$ cat src/rtl/imem_loader_pkg.sv
// Shared types and constants for the boot-time instruction-memory loader.
// Frame layout: two length bytes, 4*N payload bytes, one XOR checksum byte.
package imem_loader_pkg;

  typedef enum logic [2:0] {
    S_LEN_HI = 3'd0,
    S_LEN_LO = 3'd1,
    S_DATA   = 3'd2,
    S_CSUM   = 3'd3,
    S_DONE   = 3'd4,
    S_ERR    = 3'd5
  } state_t;

  localparam int BYTES_PER_WORD = 4;
  localparam int LEN_BYTES      = 2;

  function automatic logic [7:0] csum_step(input logic [7:0] acc, input logic [7:0] data);
    return acc ^ data;
  endfunction

  // States in which the loader still consumes stream bytes.
  function automatic logic is_rx_state(input state_t s);
    case (s)
      S_LEN_HI, S_LEN_LO, S_DATA, S_CSUM: return 1'b1;
      default:                            return 1'b0;
    endcase
  endfunction

endpackage

$ cat src/rtl/imem_loader_byte_packer.sv
// Packs stream bytes MSB-first into 32-bit words; word_done marks the strobe
// carrying the final byte, with packed_word valid in that same cycle.
module byte_packer
  import imem_loader_pkg::*;
(
  input  logic        clk,
  input  logic        rst,
  input  logic [7:0]  data_byte,
  input  logic        strobe,
  input  logic        clear,
  output logic [31:0] packed_word,
  output logic        word_done
);

  localparam int CW = $clog2(BYTES_PER_WORD);
  localparam int SW = 8 * (BYTES_PER_WORD - 1);

  logic [CW-1:0] cnt_r;
  logic [SW-1:0] shift_r;

  assign packed_word = {shift_r, data_byte};
  assign word_done   = strobe && (cnt_r == CW'(BYTES_PER_WORD - 1));

  // Byte counter and shift register of the bytes preceding the last one.
  always_ff @(posedge clk or posedge rst) begin
    if (rst) begin
      cnt_r   <= '0;
      shift_r <= '0;
    end else if (clear) begin
      cnt_r   <= '0;
      shift_r <= '0;
    end else if (strobe) begin
      cnt_r   <= cnt_r + CW'(1);
      shift_r <= {shift_r[SW-9:0], data_byte};
    end
  end

endmodule

$ cat src/rtl/imem_loader.sv
// Boot loader: parses a length/payload/checksum frame, writes words to
// instruction memory from address 0 and releases the CPU only on success.
module imem_loader
  import imem_loader_pkg::*;
#(
  parameter int ADDR_WIDTH = 10
) (
  input  logic                  clk,
  input  logic                  rst,
  input  logic                  rx_valid,
  input  logic [7:0]            rx_data,
  output logic                  rx_ready,
  output logic                  im_we,
  output logic [ADDR_WIDTH-1:0] im_addr,
  output logic [31:0]           im_wdata,
  output logic                  cpu_rst,
  output logic                  load_done,
  output logic                  load_err,
  output logic [ADDR_WIDTH:0]   word_cnt
);

  localparam int LEN_W = 8 * LEN_BYTES;
  localparam logic [LEN_W:0] CAPACITY = (LEN_W + 1)'(2 ** ADDR_WIDTH);

  state_t                state_r;
  state_t                state_s;
  logic [LEN_W-1:0]      len_r;
  logic [7:0]            xor_r;
  logic [ADDR_WIDTH:0]   word_cnt_r;
  logic [ADDR_WIDTH:0]   cnt_next_s;
  logic                  im_we_r;
  logic [ADDR_WIDTH-1:0] im_addr_r;
  logic [31:0]           im_wdata_r;
  logic                  cpu_rst_r;
  logic                  load_done_r;
  logic                  load_err_r;

  logic                  rx_ready_s;
  logic                  accept_s;
  logic [LEN_W-1:0]      len_full_s;
  logic                  len_too_big_s;
  logic                  len_zero_s;
  logic                  last_word_s;
  logic                  pack_strobe_s;
  logic                  pack_clear_s;
  logic [31:0]           packed_word_s;
  logic                  word_done_s;

  // Ready drops during reset even though the state already reads S_LEN_HI.
  assign rx_ready_s    = is_rx_state(state_r) && !rst;
  assign accept_s      = rx_valid && rx_ready_s;
  assign len_full_s    = {len_r[LEN_W-1:8], rx_data};
  assign len_too_big_s = {1'b0, len_full_s} > CAPACITY;
  assign len_zero_s    = (len_full_s == {LEN_W{1'b0}});
  assign cnt_next_s    = word_cnt_r + {{ADDR_WIDTH{1'b0}}, 1'b1};
  assign last_word_s   = ({1'b0, len_r} == (LEN_W + 1)'(cnt_next_s));
  assign pack_strobe_s = accept_s && (state_r == S_DATA);
  assign pack_clear_s  = (state_r != S_DATA);

  byte_packer u_packer (
    .clk         (clk),
    .rst         (rst),
    .data_byte   (rx_data),
    .strobe      (pack_strobe_s),
    .clear       (pack_clear_s),
    .packed_word (packed_word_s),
    .word_done   (word_done_s)
  );

  // State register.
  always_ff @(posedge clk or posedge rst) begin
    if (rst) begin
      state_r <= S_LEN_HI;
    end else begin
      state_r <= state_s;
    end
  end

  // Frame sequencing; DONE and ERR are terminal until reset.
  always_comb begin
    state_s = state_r;
    case (state_r)
      S_LEN_HI: begin
        if (accept_s) state_s = S_LEN_LO;
        else          state_s = state_r;
      end
      S_LEN_LO: begin
        if (!accept_s)         state_s = state_r;
        else if (len_too_big_s) state_s = S_ERR;
        else if (len_zero_s)    state_s = S_CSUM;
        else                    state_s = S_DATA;
      end
      S_DATA: begin
        if (word_done_s && last_word_s) state_s = S_CSUM;
        else                            state_s = state_r;
      end
      S_CSUM: begin
        if (!accept_s)              state_s = state_r;
        else if (rx_data == xor_r)  state_s = S_DONE;
        else                        state_s = S_ERR;
      end
      S_DONE:  state_s = S_DONE;
      S_ERR:   state_s = S_ERR;
      default: state_s = S_ERR;
    endcase
  end

  // Length capture, checksum accumulation, write issue and status registers.
  always_ff @(posedge clk or posedge rst) begin
    if (rst) begin
      len_r       <= '0;
      xor_r       <= 8'h00;
      word_cnt_r  <= '0;
      im_we_r     <= 1'b0;
      im_addr_r   <= '0;
      im_wdata_r  <= 32'h0000_0000;
      cpu_rst_r   <= 1'b1;
      load_done_r <= 1'b0;
      load_err_r  <= 1'b0;
    end else begin
      im_we_r <= word_done_s;
      if (word_done_s) begin
        im_addr_r  <= word_cnt_r[ADDR_WIDTH-1:0];
        im_wdata_r <= packed_word_s;
        word_cnt_r <= cnt_next_s;
      end
      if (accept_s && (state_r == S_LEN_HI)) len_r[LEN_W-1:8] <= rx_data;
      if (accept_s && (state_r == S_LEN_LO)) len_r <= len_full_s;
      // The checksum byte itself is compared, never folded in.
      if (accept_s && (state_r != S_CSUM)) xor_r <= csum_step(xor_r, rx_data);
      cpu_rst_r   <= (state_s != S_DONE);
      load_done_r <= (state_s == S_DONE);
      load_err_r  <= (state_s == S_ERR);
    end
  end

  assign rx_ready  = rx_ready_s;
  assign im_we     = im_we_r;
  assign im_addr   = im_addr_r;
  assign im_wdata  = im_wdata_r;
  assign cpu_rst   = cpu_rst_r;
  assign load_done = load_done_r;
  assign load_err  = load_err_r;
  assign word_cnt  = word_cnt_r;

endmodule

$ cat config.mk
export PLATFORM = sky130hd
export DESIGN_NAME = imem_loader
export DESIGN_NICKNAME = d
export VERILOG_FILES = /design/src/rtl/imem_loader_pkg.sv /design/src/rtl/imem_loader_byte_packer.sv /design/src/rtl/imem_loader.sv
export SDC_FILE = /design/constraint.sdc
export NUM_CORES = 1
export LEC_CHECK = 0
export CAP_MARGIN = 5
export CORE_MARGIN = 2
export CORE_UTILIZATION = 35
export CTS_CLUSTER_DIAMETER = 100
export CTS_CLUSTER_SIZE = 10
export DETAILED_ROUTE_END_ITERATION = 8
export DONT_BUFFER_PORTS = 1
export PLACE_DENSITY = 0.48
export REMOVE_ABC_BUFFERS = 1
export SLEW_MARGIN = 15
export SYNTH_ARGS = -nofsm -noshare
export SYNTH_HDL_FRONTEND = slang
export SYNTH_SLANG_ARGS = --single-unit
$ cat constraint.sdc
create_clock -name clk -period 4.4 [get_ports clk]
set_input_delay 0.88 -clock clk [delete_from_list [all_inputs] [get_ports clk]]
set_output_delay 0.88 -clock clk [all_outputs]
set_load 0.05 [all_outputs]
==> flow_metrics.tcl <==
set metrics [dict create \
    syn_area_um2 4866 \
    grt_use_total_pct 15.82 \
    n_fill_cell 1414 \
    first_global_vias 3286 \
    die_h_um 121.9 \
    powerDensity_nw_per_um2 397.6 \
    status "finished, final reports clean" \
    routed_wirelength_um 10860 \
    cts_tree "yes" \
    crit_arrival_ns 2.95 \
    grt.overflow.total 0 \
    finalSetupTns_ns 0 \
    final_area_um2 5305 \
    clk_pin_slew_ns 0.07 \
    initial_core_util_pct 35.47 \
    root_buffer "clkbuf_16" \
    hold_viol_final 0 \
    async_flop_share_pct 100.0 \
    die_x_um 121.9 \
    post_dp_cell_area_um2 5034 \
    critPathMaxFanout 10 \
    numCtsBuffers 9 \
    wl_per_cell_um 16.14 \
    slew_headroom_pct 31.05 \
    area_growth_pct 9.025 \
    clock_skew_ns 0.007769 \
    synth_top_area_share_pct 56.06 \
    grt_max_degree 74 \
    cts_setup_buffers 0 \
    antenna_found_initial 0 \
    post-route-drc-count 0 \
    n_antenna_cell 0 \
    rsz0062_at_grt "false" \
    final_antenna_net_count 0 \
    maxCapViolations 0 \
    clock-sinks 110 \
    synth_edf_count 0 \
    core_um2 13720 \
    place_inst 657 \
    leakagePower_nw 2.451 \
    row_count 43 \
    nets 501 \
    pin_count 69 \
    layout_commonest_cell "nand2_1" \
    yosysTopAreaCell "dfrtp_1" \
    hold_buffers 0 \
    drive_gt1_share_pct 9.736 \
    slew_viol_final 0 \
    synth_area_leaders "dfrtp_1 56%, nand2_1 15%, xnor2_1 4.3%" \
    die_area_um2 14860 \
    max_freq_mhz 366.2 \
    grt_first_pass_wirelength_um 17940 \
    total_power_mw 2.109 \
    dp_slack_ns 1.535 \
    worst_slack_ns 1.669 \
    cts.path.max_buffers 2 \
    yosysUniqueCellTypes 50 \
    tightest_slew_ns 1.034 \
    htree_levels 3 \
    layout_common_cells "197 x nand2_1, 109 x dfrtp_1, 29 x a21oi_1" \
    critPathKind "register to register" \
    critPathLaunchType "register" \
    hp-class "register to register" \
    avgSynthCellArea_um2 9.771 \
    min_period_ns 2.731 \
    post_cts_resize_count 0 \
    drt_iter0_markers 226 \
    avgViaCountPerCell 4.918 \
    finalSetupViolCount 0 \
    yosysSeqAreaShare_pct 56.60 \
    finalWeightedCongestion 0.8225 \
    portBuffers 0 \
    yosys_warnings 0 \
    end_kind "register" \
    syn_inst 498 \
    hpwl_um 7018 \
    final_cells 673 \
    drt_pass1_iterations 4 \
    clock_latency_ns 0.36 \
    ys_ff_latch 110 \
    fin_crit_sh_pct 62.07 \
    synthFlopType "dfrtp_1" \
    required_ns 4.62 \
    vias 3310 \
    vdd_drop_max_mv 0.1773 \
]
## power by group
group	total, mW	switching [mW]	internal, mW
registers	1.15	0.0655	1.08
logic	0.198	0.0932	0.105
clock network	0.762	0.359	0.403
## critical path: stages, from the launching register on
cell,delay [ns]
dfrtp_1,0.90
ha_1,0.45
nand3_1,0.25
nor3_1,0.27
nor4b_1,0.08
nor4_1,0.49
o41ai_2,0.15
## registers in the layout (all words and copies together) (netlist names), 2 cells and up
signal,count
im_addr,10
im_wdata,32
xor_r,8
state_r,3
u_packer.shift_r,24
word_cnt,11
len_r,16
u_packer.cnt_r,2
## final timing paths
path	startpoint	endpoint	slack, ns	cells after the start
min reg2reg	u_packer.shift_r[17]	im_wdata[25]	0.47	2
max in group asynchronous	rst	u_packer.shift_r[18]	2.96	2
min in group asynchronous	rst	im_wdata[27]	0.59	1
max	word_cnt[0]	state_r[0]	1.67	6
max reg2reg	word_cnt[0]	state_r[0]	1.67	6
min	u_packer.shift_r[17]	im_wdata[25]	0.47	2
## kinds of logic (layout without fill, tap and decap cells)
group                    after synthesis  after routing  synth area share [%]
buffers and inverters                 31             26                 2.623
multiplexers                          16             16                 3.703
adder cells (fa/ha/maj)                2              2                0.5142
XOR/XNOR                              41             41                 7.380
AO/OA/AOI/OAI                         45             45                 6.172
flip-flops                           110            110                 56.60
AND/OR/NAND/NOR                      253            253                 23.01
## layout make-up
type / instances / area [um2] / area share (%)
inverter: 5 / 21.27 / 0.4009
clock inverter: 2 / 17.52 / 0.3302
clock buffer: 14 / 254.0 / 4.788
multi-input combinational: 357 / 1996 / 37.62
timing repair buffer: 5 / 37.54 / 0.7075
sequential: 110 / 2754 / 51.91
tap: 180 / 225.2 / 4.245
## cells in the mapped netlist, types with 3 or more instances
cell type	n
a21oi_1	29
buf_1	5
buf_2	3
clkbuf_1	16
dfrtp_1	109
inv_1	4
mux2_2	16
nand2_1	197
nand3_1	7
nor2_1	10
nor3_1	7
nor4_1	6
or4_1	3
xnor2_1	24
xor2_1	17
## per-stage QoR
step                hold WS (ns)  util (%)
floorplan                 0.4386         -
CTS                       0.4701     38.67
global route              0.4846     38.67
detailed placement        0.4519     36.69
global placement          0.4548     36.69
finish                    0.4667     38.67
## metal layers
layer	GRT usage [%]	share of wire, %	routed length [um]
met1	20.77	47	5072
met2	24.41	46	4994
met3	4.120	5.1	558
met4	7.543	2.2	236
met5	0	0	0
No activity file was read; power rests on OpenSTA's default activity.
